<file path="src/rtl/seq_accum_pkg.sv">
// Shared types and constants for the handshaked sample accumulator.
package seq_accum_pkg;

  typedef enum logic [1:0] {
    IDLE  = 2'd0,
    ACCUM = 2'd1,
    DONE  = 2'd2
  } state_e;

  localparam logic MODE_WRAP = 1'b0;
  localparam logic MODE_SAT  = 1'b1;

endpackage

</file>
<file path="src/rtl/seq_accum_sat.sv">
// Combinational SUM_W-bit adder with carry-out flag and optional clamp to all-ones.
module sat_adder
  import seq_accum_pkg::*;
#(
  parameter int SUM_W = 16
) (
  input  logic [SUM_W-1:0] a,
  input  logic [SUM_W-1:0] b,
  input  logic             sat,
  output logic [SUM_W-1:0] y,
  output logic             ovf
);

  logic [SUM_W:0] raw_s;

  // One extra bit catches the carry; saturate mode replaces a wrapped result with all-ones.
  always_comb begin
    raw_s = {1'b0, a} + {1'b0, b};
    ovf   = raw_s[SUM_W];
    if (raw_s[SUM_W] && (sat == MODE_SAT)) begin
      y = {SUM_W{1'b1}};
    end else begin
      y = raw_s[SUM_W-1:0];
    end
  end

endmodule

</file>
<file path="src/rtl/seq_accum.sv">
// Accumulates a requested number of unsigned samples over valid/ready and holds the result.
module seq_accum
  import seq_accum_pkg::*;
#(
  parameter int DATA_W = 8,
  parameter int SUM_W  = 16,
  parameter int CNT_W  = 8
) (
  input  logic              clk_i,
  input  logic              rst_i,
  input  logic              start_i,
  input  logic [CNT_W-1:0]  n_i,
  input  logic              sat_mode_i,
  input  logic [DATA_W-1:0] data_i,
  input  logic              data_valid_i,
  output logic              data_ready_o,
  output logic              busy_o,
  output logic              done_o,
  output logic [SUM_W-1:0]  sum_o,
  output logic [CNT_W-1:0]  count_o,
  output logic              overflow_o
);

  localparam logic [CNT_W-1:0] CNT_ONE = CNT_W'(1);

  state_e             state_q, state_d;
  logic [SUM_W-1:0]   acc_q, acc_d;
  logic [SUM_W-1:0]   sum_q, sum_d;
  logic [CNT_W-1:0]   cnt_q, cnt_d;
  logic [CNT_W-1:0]   n_q, n_d;
  logic               sat_q, sat_d;
  logic               ovf_q, ovf_d;

  logic               beat_s;
  logic               last_beat_s;
  logic [SUM_W-1:0]   data_ext_s;
  logic [SUM_W-1:0]   add_y_s;
  logic               add_ovf_s;

  assign data_ext_s  = SUM_W'(data_i);
  assign beat_s      = (state_q == ACCUM) && data_valid_i;
  assign last_beat_s = beat_s && ((cnt_q + CNT_ONE) == n_q);

  sat_adder #(
    .SUM_W (SUM_W)
  ) u_add (
    .a   (acc_q),
    .b   (data_ext_s),
    .sat (sat_q),
    .y   (add_y_s),
    .ovf (add_ovf_s)
  );

  // State register and datapath flops.
  always_ff @(posedge clk_i) begin
    if (rst_i) begin
      state_q <= IDLE;
      acc_q   <= '0;
      sum_q   <= '0;
      cnt_q   <= '0;
      n_q     <= '0;
      sat_q   <= MODE_WRAP;
      ovf_q   <= 1'b0;
    end else begin
      state_q <= state_d;
      acc_q   <= acc_d;
      sum_q   <= sum_d;
      cnt_q   <= cnt_d;
      n_q     <= n_d;
      sat_q   <= sat_d;
      ovf_q   <= ovf_d;
    end
  end

  // Next-state logic.
  always_comb begin
    state_d = state_q;
    case (state_q)
      IDLE: begin
        if (start_i) begin
          state_d = (n_i != '0) ? ACCUM : DONE;
        end else begin
          state_d = IDLE;
        end
      end
      ACCUM: begin
        if (last_beat_s) begin
          state_d = DONE;
        end else begin
          state_d = ACCUM;
        end
      end
      DONE:    state_d = IDLE;
      default: state_d = IDLE;
    endcase
  end

  // Datapath: clear on accepted start, accumulate on accepted beats, publish on DONE entry.
  always_comb begin
    acc_d = acc_q;
    sum_d = sum_q;
    cnt_d = cnt_q;
    n_d   = n_q;
    sat_d = sat_q;
    ovf_d = ovf_q;
    case (state_q)
      IDLE: begin
        if (start_i) begin
          acc_d = '0;
          cnt_d = '0;
          ovf_d = 1'b0;
          n_d   = n_i;
          sat_d = sat_mode_i;
        end else begin
          acc_d = acc_q;
        end
      end
      ACCUM: begin
        if (beat_s) begin
          acc_d = add_y_s;
          cnt_d = cnt_q + CNT_ONE;
          ovf_d = ovf_q | add_ovf_s;
        end else begin
          acc_d = acc_q;
        end
      end
      default: begin
        acc_d = acc_q;
      end
    endcase
    if ((state_d == DONE) && (state_q != DONE)) begin
      sum_d = acc_d;
    end else begin
      sum_d = sum_q;
    end
  end

  // Outputs decoded from the state register and held flops.
  always_comb begin
    data_ready_o = (state_q == ACCUM);
    busy_o       = (state_q == ACCUM) || (state_q == DONE);
    done_o       = (state_q == DONE);
    sum_o        = sum_q;
    count_o      = cnt_q;
    overflow_o   = ovf_q;
  end

endmodule

</file>
<file path="config.mk">
export PLATFORM = sky130hd
export DESIGN_NAME = seq_accum
export DESIGN_NICKNAME = d
export VERILOG_FILES = /design/src/rtl/seq_accum_pkg.sv /design/src/rtl/seq_accum_sat.sv /design/src/rtl/seq_accum.sv
export SDC_FILE = /design/constraint.sdc
export NUM_CORES = 1
export LEC_CHECK = 0
export ABC_AREA = 1
export BUFFER_PORTS_ARGS = -buffer_cell sky130_fd_sc_hd__buf_2
export CAP_MARGIN = 20
export CORE_MARGIN = 4
export CORE_UTILIZATION = 50
export DETAILED_ROUTE_END_ITERATION = 10
export HOLD_SLACK_MARGIN = 0.1
export PLACE_DENSITY = 0.71
export SLEW_MARGIN = 20
export SYNTH_ARGS = -nofsm -noshare
export SYNTH_HDL_FRONTEND = slang
export SYNTH_SLANG_ARGS = --single-unit
</file>
<file path="constraint.sdc">
create_clock -name clk_i -period 2.3 [get_ports clk_i]
set_clock_uncertainty 0.05 [all_clocks]
set_input_delay 0.115 -clock clk_i [delete_from_list [all_inputs] [get_ports clk_i]]
set_output_delay 0.115 -clock clk_i [all_outputs]
set_load 0.01 [all_outputs]
</file>
# Word level (Yosys, flattened, before mapping)
# Cells that the tools add are included.
# op_classes
addsub	2
n_eq_ne	7
n_mux	14
bitwise_logic	1
reduce_logical	10
# ops
operator	count
$mux 16	3
$pmux 16 s2	1
$add 16x8->17	1
$mux 8	2
$pmux 8 s2	1
$add 8x1->8 const B	1
$eq 8x8->1	1
$reduce_bool 8->1	1
$mux 2	3
$eq 2x2->1 const B	2
$logic_and 1x1->1	4
$ne 2x2->1 const B	2
$pmux 2 s2	1
$reduce_and 3->1	1
$eq 2x1->1 const B	1
$logic_not 2->1	1
$mux 1	2
$ne 2x1->1 const B	1
$pmux 1 s2	1
$reduce_and 2->1	1
$reduce_bool 2->1	1
$logic_or 1x1->1	1
$or 1x1->1	1
# word_totals
register_bits	52
input_bits	21
out_inout_bits	28
elab_cells	41

# Longest topological paths before layout
# Gate-level depths: netlist (run 1).
# logic_depth
word_depth	7
ltp_mapped	16
mapped_depth_nobuf	15

# By module
# From an unflattened synthesis (run 1), not the netlist that was laid out.
# unflattened
cells_unflattened	542
hier_area_um2	3580.9
# modules_own_cells
module	n_inst	cells_each	area_each_um2	seq_area_each_um2
seq_accum	1	338	2514.9	1041.0
sat_adder	1	204	1066.0	0.0

# Least setup slack after synthesis (run 1)
# OpenSTA, ideal clock, no wires.
# synth_path
kind	reg-to-reg
from	register cnt_q[0] (netlist: count_o[0])
to	register sum_q[2] (netlist: sum_o[2])
setup_ns	0.113
t_arrival_ns	1.910
t_required_ns	2.137
path_slack_ns	0.227
stages_incl_launch_ff	14
path_buffers	1
synth_period_minus_slack_ns	2.073
cell_sequence	dfxtp_1 > ha_1 > nand2_1 > nor2_2 > nand3_2 > nand3_1 > nand3_1 > nor2_2 > nand2_4 > a21oi_4 > buf_4 > nand4_1 > nand2_1 > nor2_1
# synth_via
elab_chain_len	7
# synth_rtl
item	line	text
from (decl)	seq_accum.sv:29	logic [CNT_W-1:0] cnt_q, cnt_d;
from (signal assigned)	seq_accum.sv:68	cnt_q <= cnt_d;
$add 8x1->8	seq_accum.sv:42	assign last_beat_s = beat_s && ((cnt_q + CNT_ONE) == n_q);
$eq 8x8->1	seq_accum.sv:42	
$logic_and 1x1->1	seq_accum.sv:42	
$mux 2	seq_accum.sv:87	if (last_beat_s) begin
$pmux 2 s2	seq_accum.sv:78	case (state_q)
$eq 2x2->1	seq_accum.sv:131	if ((state_d == DONE) && (state_q != DONE)) begin
$logic_and 1x1->1	seq_accum.sv:131	
to (signal assigned)	seq_accum.sv:67	sum_q <= sum_d;
to (decl)	seq_accum.sv:28	logic [SUM_W-1:0] sum_q, sum_d;
# Every way passes these cells.
# A chain may end at the register's enable or synchronous reset.

# Worst setup path after layout (run 1)
# layout_path
from	register state_q[1]
to	register sum_q[8] (netlist: sum_o[8])
# layout_via
elab_chain_len	7
elab_cells_between_ends	11
classes_between	eq/ne: 3; mux: 4; reduce/logical: 4
# layout_rtl
item	line	text
from (decl)	seq_accum.sv:26	state_e state_q, state_d;
from (signal assigned)	seq_accum.sv:65	state_q <= state_d;
$eq 2x1->1	seq_accum.sv:41, seq_accum.sv:78, seq_accum.sv:106	
$logic_and 1x1->1	seq_accum.sv:41	assign beat_s = (state_q == ACCUM) && data_valid_i;
$logic_and 1x1->1	seq_accum.sv:42	
$mux 2	seq_accum.sv:87	
$pmux 2 s2	seq_accum.sv:78	
$eq 2x2->1	seq_accum.sv:131	
$logic_and 1x1->1	seq_accum.sv:131	
# Parallel ways exist; a longest one is shown, timed or not.

==> impl_metrics.toml, run 1 <==
[finish]
drive_above_1_share_pct = 20.5
layout_commonest_cell = "nand2_1"
nNetsFinal = 599
multi_input_area_um2 = 1910
nFillCells = 584
n_antenna_cell = 0
most-common-layout-cells = "nand2_1 (128), nor2_1 (74), inv_1 (62)"
final-seq-area_um2 = 1040
syn_to_final_growth_pct = 20.9

[synth]
synth-seq-cells = 52
synth.distinct_cells = 34
synth_warnings = 0
synthCells = 498
syn_area_um2 = 3200
async_reset_ff_share_pct = 0
avgSynthCellArea_um2 = 6.43
synth_edf_count = 0
ys.flop_type = "dfxtp_1"
synth-seq-area-share_pct = 32.5
syn_nets = 532

[sta]
finalCriticalPeriod_ns = 2.12
tns_ns = 0
worst_pin_slew_ns = 0.874
hold_violations = 0
finalSetupViolCount = 0
slew_headroom_pct = 41.7
slew_viol_final = 0
post-route-period-util_pct = 92.1
fmax_mhz = 472

[place]
hpwl_mm = 6.26
io_buffers = 48
gp_congestion = 0.871

[drt]
detail-route-antenna-nets = 0
via_count = 3231
via_per_inst = 5.04
wire_per_inst_um = 12.8
first_pass_iters = 4
postRouteWirelength_mm = 8.23
drc = 0
first_iter_violations = 146

[clock_network]
clk_latency_ns = 0.31
cts_htree_levels = 2
numCtsBuffers = 5
clk_pin_slew_ns = 0.09
clk_path_buf_depth = 2
cts_num_sinks = 52
cts_tree = "yes"
cts_root_buffer = "clkbuf_8"

[setup_path]
crit_chain = "inv_2, ha_4, nand2_1, a21oi_1, nand3_1, nor2_2, nand3_1, nor2_2, nand2_4, a21oi_4, buf_12, nand4_1, nand2_1, nor2_1"
worstSetupPathType = "flip-flop to flip-flop"
arrival_ns = 2.28
crit_slowest_cell = "dfxtp_2"
crit_fanout = 11
worstSetupEndpointType = "flip-flop"
required_ns = 2.46
max_stage_delay_ns = 0.35
cp-start-kind = "flip-flop"

[power]
clock_power_share_pct = 30.5
powerDensity_nw_per_um2 = 470
internal-power_uw = 1300
p_sw_share_pct = 28.7
power_frac_seq_pct = 51.6
p_total_uw = 1820
switching_power_uw = 522
peakVddDrop_v = 0.000296
pwr-share-comb_pct = 18.0
p_leak_uw = 0.00187

[min_path]
hp-class = "input pin to flip-flop"

[grt]
grt_remaining_overflow = 0
grt_first_pass_wirelength_mm = 13.9
grt_pass1_vias = 3205
grt_max_degree = 30
antenna_found_initial = 0
grt_usage_pct = 22.7

[floorplanning]
dieArea_um2 = 7750
rows = 28
initial_core_util_pct = 52.8
die_h_um = 88.0
die_width_um = 88.0
io_pins = 49
core-area_um2 = 6060

[job]
cap_violations = 0

[outcome]
status = "finished, final reports clean"
==> synthesized netlist by cell type, types with 3 or more instances <==
cell,instances,area share (%)
nand2_1,132,15
dfxtp_1,52,33
ha_1,12,4.7
nand3_2,4,1.3
o21ai_0,27,4.2
clkbuf_1,8,0.94
nand4_1,11,2.1
nor2_4,3,1.1
nand3_1,36,5.6
xor2_1,5,1.4
nand3b_1,3,0.70
nand2_4,3,1.1
inv_2,4,0.47
nor2_2,5,0.98
a21oi_1,30,4.7
nor2_1,76,8.9
inv_1,64,7.5
buf_2,4,0.63
==> through the flow <==
step | instances | hold WS [ns] | util (%) | area, um^2 | setup slack, ns
after floorplan | 498 | 0.134 | - | 3200 | 0.227
after global placement | 622 | 0.347 | 59.3 | 3590 | 0.0988
after detailed placement | 622 | 0.360 | 59.3 | 3590 | 0.0420
after CTS | 639 | 0.180 | 62.3 | 3780 | 0.0297
after global routing | 641 | 0.226 | 63.9 | 3870 | -0.00750
final | 641 | 0.197 | 63.9 | 3870 | 0.182
==> kinds of logic after synthesis <==
logic type                 share of synthesized area [%]
AOI/OAI and AO/OA                                   10.9
adders and majority gates                           5.31
DFF                                                 32.5
buffers and inverters                               10.1
and+or+nand+nor                                     39.7
xor gates and xnor gates                            1.37
==> state kept, by name, indices dropped and copies added, names as in the netlist <==
register	flops
state_q	2
count_o	8
sat_q	1
overflow_o	1
sum_o	16
n_q	8
acc_q	16
==> power by group through the flow <==
stage                     sequential, uW  combinational [uW]  clock, uW
after detailed placement             957                 300          0
after global routing                 941                 366        607
after CTS                            936                 314        568
final                                938                 327        554
after global placement               956                 297          0
after floorplan                      957                 198          0
==> critical path, delay by kind of cell, from the launching register on <==
kind	cells	cell delay (ns)
compound gates	2	0.33
fa+ha+maj	1	0.13
simple gates	9	0.93
buf+inv	2	0.23
flops	1	0.35
==> layout make-up <==
class | instances | area share, %
Timing Repair Buffer | 74 | 12.2
Multi-Input combinational cell | 364 | 49.3
Clock buffer | 7 | 2.23
Clock inverter | 1 | 0.194
Inverter | 68 | 6.69
Sequential cell | 52 | 27.0
Tap cell | 75 | 2.42
==> repair_timing <==
| item | in CTS | in global routing |
|---|---|---|
| hold buffers | 9 | 0 |
| setup buffers | 0 | 2 |
| gates resized for setup | 0 | 24 |
| setup endpoints to repair | 0 | 21 |
| endpoints found under the hold margin | 9 | 0 |
==> metal layers <==
layer / routed length, um / share of wire, % / up-vias / track usage [%]
li1: - / - / 1711 / -
met1: 3610 / 44 / 1436 / 26.4
met2: 4050 / 49 / 65 / 42.1
met3: 367 / 4.5 / 19 / 3.57
met4: 199 / 2.4 / 0 / 7.69
met5: 0 / 0 / - / 0
==> final timing paths <==
kind | from | to | slack [ns] | cells past startpoint
min | start_i | overflow_o | 0.20 | 4
min reg2reg | n_q[7] | n_q[7] | 0.43 | 2
max reg2reg | state_q[1] | sum_o[8] | 0.18 | 14
max | state_q[1] | sum_o[8] | 0.18 | 14
Note: power is estimated with default switching activity, not from simulation.
==> run 2: changes to the inputs <==
--- a/config.mk
+++ b/config.mk
@@ -5,7 +5,7 @@
 export SDC_FILE = /design/constraint.sdc
 export NUM_CORES = 1
 export LEC_CHECK = 0
-export ABC_AREA = 1
+export ABC_AREA = 0
 export BUFFER_PORTS_ARGS = -buffer_cell sky130_fd_sc_hd__buf_2
 export CAP_MARGIN = 20
 export CORE_MARGIN = 4
==> impl_metrics.toml, run 2 <==
[sta]
post-route-period-util_pct = 105
slew_headroom_pct = 50.6
rsz0062_at_grt = "yes"
setup_ws_ns = -0.104
fmax_mhz = 416
worst_pin_slew_ns = 0.740
finalCriticalPeriod_ns = 2.40
hold_violations = 0
whs_ns = 0.164
slew_viol_final = 0
finalSetupViolCount = 14

[synth]
synthMuxAreaShare_pct = 9.01
synth.area.top_cells = "dfxtp_1 (35%), a21oi_1 (6.5%), ha_1 (5.0%)"
synth_xor_area_share_pct = 3.49
synth_warnings = 0
synth-seq-area-share_pct = 34.6
synth_top_family_by_area = "simple AND/OR/NAND/NOR gates"
synth_top_area_cell = "dfxtp_1"
synthSimpleGateAreaFrac_pct = 23.8
async_reset_ff_share_pct = 0
syn_nets = 376
synthAdderAreaFrac_pct = 5.65
syn_area_um2 = 3010
synth_edf_count = 0
synth_compound_area_share_pct = 19.1
netlist_top_cells_count = "dfxtp_1 (52), a21oi_1 (39), nand2_1 (35)"
synth.distinct_cells = 64
avgSynthCellArea_um2 = 8.81
ys.flop_type = "dfxtp_1"
synth.most_common_cell = "dfxtp_1"
synthCells = 342
synth-seq-cells = 52
synth_top_area_share_pct = 34.6

[setup_path]
worstSetupEndpointType = "flip-flop"
required_ns = 2.46
arrival_ns = 2.56
worstSetupPathType = "flip-flop to flip-flop"
crit_fanout = 7
cp-start-kind = "flip-flop"

[place]
pre_cts_ws_ns = -0.161
io_buffers = 48
place_area_um2 = 3540
gp_congestion = 0.855
hpwl_mm = 5.30
dp.cells = 480

[drt]
first_iter_violations = 188
postRouteWirelength_mm = 7.61
drc = 0
via_per_inst = 5.68
detail-route-antenna-nets = 0
wire_per_inst_um = 15.1
first_pass_iters = 4
via_count = 2859

[floorplanning]
die_width_um = 85.6
io_pins = 49
dieArea_um2 = 7330
core-area_um2 = 5890
rows = 28
die_h_um = 85.6
initial_core_util_pct = 51.2

[grt]
grt_max_degree = 40
grt_usage_pct = 21.0
grt_pass1_vias = 2872
grt_first_pass_wirelength_mm = 12.8
antenna_found_initial = 0
grt_remaining_overflow = 0

[clock_network]
clk_pin_slew_ns = 0.10
clk_path_buf_depth = 2
cts_root_buffer = "clkbuf_8"
cts_num_sinks = 52
cts_htree_levels = 2
cts_tree = "yes"
numCtsBuffers = 5
clk_latency_ns = 0.32

[outcome]
status = "finished with violations"
violations = "negative setup slack"

[power]
peakVddDrop_v = 0.000310
powerDensity_nw_per_um2 = 549
p_leak_uw = 0.00170

[finish]
syn_to_final_growth_pct = 31.7
drive_above_1_share_pct = 33.6
multi_input_area_um2 = 2020
nFillCells = 488
nNetsFinal = 461
layout_commonest_cell = "dfxtp_1"
final_area_um2 = 3970
most-common-layout-cells = "dfxtp_1 (49), buf_2 (48), a21oi_1 (38)"
final-seq-area_um2 = 1040
n_antenna_cell = 0
instances_no_fill = 503

[job]
cap_violations = 0

[min_path]
hp-class = "input pin to flip-flop"
## run 2: power breakdown
part           total [uW]  internal, uW  switching (uW)  leakage [uW]
clock                 870           544             326     0.0000784
combinational         369           168             201       0.00120
sequential            941           923            17.4      0.000423
## run 2: cell families after synthesis
logic type / after synthesis
mux: 21
compound gates: 88
xor+xnor: 12
fa+ha+maj: 13
simple gates: 132
flops: 52
buf+inv: 24
## run 2: critical path, cell delays in order, from the launching register on
cell and delay, ns:
dfxtp_2 0.35, ha_4 0.16, fa_2 0.34, a211oi_2 0.24, o211ai_1 0.17, and3b_2 0.29, buf_6 0.15, a221oi_2 0.16
nor2_1 0.09, mux2_4 0.30
## run 2: timing repair
item | 4_1_cts | 5_1_grt
setup buffers | 5 | 1
hold buffers | 9 | 0
setup endpoints to repair | 14 | 21
hold endpoints to repair | 10 | 0
resized for setup | 13 | 10
pin swaps | 11 | 3
## run 2: routing by layer
| layer | routed length (um) | global-route usage [%] | vias to the layer above | part of all wire (%) |
|---|---|---|---|---|
| li1 | - | - | 1416 | - |
| met1 | 3420 | 25.5 | 1365 | 45 |
| met2 | 3750 | 37.2 | 65 | 49 |
| met3 | 327 | 4.32 | 13 | 4.3 |
| met4 | 110 | 6.76 | 0 | 1.4 |
| met5 | 0 | 0 | - | 0 |
## run 2: area by class of cell
type                       count  share of cell area (%)
clock buffer                   5                    1.73
clock inverter                 3                    2.27
inverter                       8                   0.757
multi-input combinational    266                    50.8
sequential                    52                    26.3
tap                           75                    2.37
timing repair buffer          94                    15.7
## run 2: per-stage QoR
| stage | utilization [%] | setup TNS (ns) | total power (uW) |
|---|---|---|---|
| global route | 67.4 | -2.51 | 2260 |
| floorplan | - | -0.380 | 1180 |
| detailed placement | 60.2 | -1.61 | 1290 |
| CTS | 66.3 | -0.701 | 2180 |
| global placement | 60.2 | -1.17 | 1290 |
| finish | 67.4 | -0.817 | 2180 |
## run 2: worst paths after layout
kind | end | slack, ns | cells past startpoint | startpoint
setup / recovery | sum_o[1] | -0.10 | 9 | acc_q[0]
hold / removal | acc_q[0] | 0.16 | 4 | data_i[0]
setup reg to reg | sum_o[1] | -0.10 | 9 | acc_q[0]
hold reg to reg | sat_q | 0.41 | 2 | sat_q
==> run 3: changes to the inputs <==
--- a/config.mk
+++ b/config.mk
@@ -12,7 +12,9 @@
 export CORE_UTILIZATION = 50
 export DETAILED_ROUTE_END_ITERATION = 10
 export HOLD_SLACK_MARGIN = 0.1
+export MAX_ROUTING_LAYER = met4
 export PLACE_DENSITY = 0.71
+export RECOVER_POWER = 50
 export SLEW_MARGIN = 20
 export SYNTH_ARGS = -nofsm -noshare
 export SYNTH_HDL_FRONTEND = slang
==> impl_metrics.toml, run 3 (same netlist as run 2, synthesis figures left out) <==
[outcome]
status = "finished with violations"
violations = "negative setup slack"

[finish]
nFillCells = 538
drive_above_1_share_pct = 28.4
most-common-layout-cells = "dfxtp_1 (51), a21oi_1 (38), buf_4 (37)"
layout_commonest_cell = "dfxtp_1"
instances_no_fill = 508
nNetsFinal = 466
n_antenna_cell = 0
syn_to_final_growth_pct = 29.7

[sta]
rsz0062_at_grt = "yes"
hold_violations = 0
slew_headroom_pct = 48.7
fmax_mhz = 412
finalCriticalPeriod_ns = 2.43
worst_pin_slew_ns = 0.770
tns_ns = -1.11
slew_viol_final = 0
setup_ws_ns = -0.126
finalSetupViolCount = 14
post-route-period-util_pct = 105

[floorplanning]
core-area_um2 = 5890
die_width_um = 85.6
io_pins = 49
die_h_um = 85.6
rows = 28
initial_core_util_pct = 51.2
dieArea_um2 = 7330

[drt]
postRouteWirelength_mm = 7.93
via_per_inst = 5.68
first_pass_iters = 5
wire_per_inst_um = 15.6
via_count = 2886
drc = 0
first_iter_violations = 210
detail-route-antenna-nets = 0

[clock_network]
cts_tree = "yes"
cts_root_buffer = "clkbuf_8"
numCtsBuffers = 5
clk_latency_ns = 0.31
cts_htree_levels = 2
cts_num_sinks = 52
clk_path_buf_depth = 2
clk_pin_slew_ns = 0.10

[setup_path]
crit_family = "compound AO/OA/AOI/OAI gates"
crit_path_start = "acc_q[0]"
crit_fanout = 7
arrival_ns = 2.59
worstSetupPathType = "flip-flop to flip-flop"
r2r_slack_ns = -0.13
regToRegStartpoint = "acc_q[0]"
cp-start-kind = "flip-flop"
path_buf_inv = 1
worstSetupEndpointType = "flip-flop"
max_stage_delay_ns = 0.37
required_ns = 2.46
crit_slowest_cell = "fa_2"
crit_chain = "ha_4, fa_2, a211oi_4, o211ai_1, and3b_2, buf_6, a221oi_2, nor2_1, mux2_4"

[power]
powerDensity_nw_per_um2 = 501
p_total_uw = 1960
peakVddDrop_v = 0.000250
p_leak_uw = 0.00158

[grt]
grt_max_degree = 41
grt_remaining_overflow = 0
grt_pass1_vias = 2863
grt_usage_pct = 22.5
antenna_found_initial = 0
grt_first_pass_wirelength_mm = 13.1

[place]
io_buffers = 48
pre_cts_ws_ns = -0.174
dp.cells = 481
hpwl_mm = 5.24
gp_congestion = 0.887

[min_path]
hp-start = "start_i"
hp-class = "input pin to flip-flop"

[job]
cap_violations = 0
==> run 3: cell count changes in the layout (fill, tap and decap cells not counted), moves of 2 or more <==
cell and delta:
bufinv_16 -2, dfxtp_1 +2, buf_4 +2, nand2_2 +2
buf_2 -24, nand2_1 -2, clkbuf_1 +28, dfxtp_2 -2
==> run 3: cell type report <==
cell class                 count  area, um^2  share of cell area [%]
clock buffer                   6        72.6                    1.86
tap                           75        93.8                    2.40
clock inverter                 2        35.0                   0.897
inverter                       8        30.0                   0.768
multi-input combinational    266        2010                    51.5
sequential                    52        1040                    26.7
timing repair buffer          99         621                    15.9
==> run 3: repair_timing <==
item	CTS	global route
resized for setup	16	8
setup endpoints to repair	15	26
buffers inserted	6	4
hold buffers	9	0
hold endpoints to repair	10	0
pin swaps	12	3
==> run 3: worst register-to-register path, stage by stage (launching register included) <==
cell	delay [ns]
dfxtp_2	0.35
ha_4	0.16
fa_2	0.37
a211oi_4	0.26
o211ai_1	0.15
and3b_2	0.29
buf_6	0.16
a221oi_2	0.17
nor2_1	0.08
mux2_4	0.30
==> run 3: per-stage QoR <==
stage / area, um^2 / util [%] / hold slack, ns
CTS: 3880 / 65.9 / 0.184
detailed placement: 3550 / 60.3 / 0.327
global route: 3910 / 66.4 / 0.252
global placement: 3550 / 60.3 / 0.328
floorplan: 3070 / - / 0.139
finish: 3910 / 66.4 / 0.247
==> run 3: power breakdown <==
group | total, uW | internal [uW] | leakage, uW | switching, uW
sequential | 941 | 923 | 0.000422 | 17.8
combinational | 379 | 170 | 0.00111 | 210
clock | 636 | 324 | 0.0000552 | 313
==> run 3: worst paths after layout <==
| kind | endpoint | cells past startpoint |
|---|---|---|
| worst min-delay path | sat_q | 4 |
| worst max register to register | sum_o[1] | 9 |
| worst min register to register | sat_q | 2 |
| worst max-delay path | sum_o[1] | 9 |
==> run 3: metal layers <==
layer	track usage, %	wire [um]	vias up
met2	38.7	3950	80
met4	7.34	165	0
met3	4.13	324	19
met1	26.6	3500	1359
li1	-	-	1428
met5	-	0	-
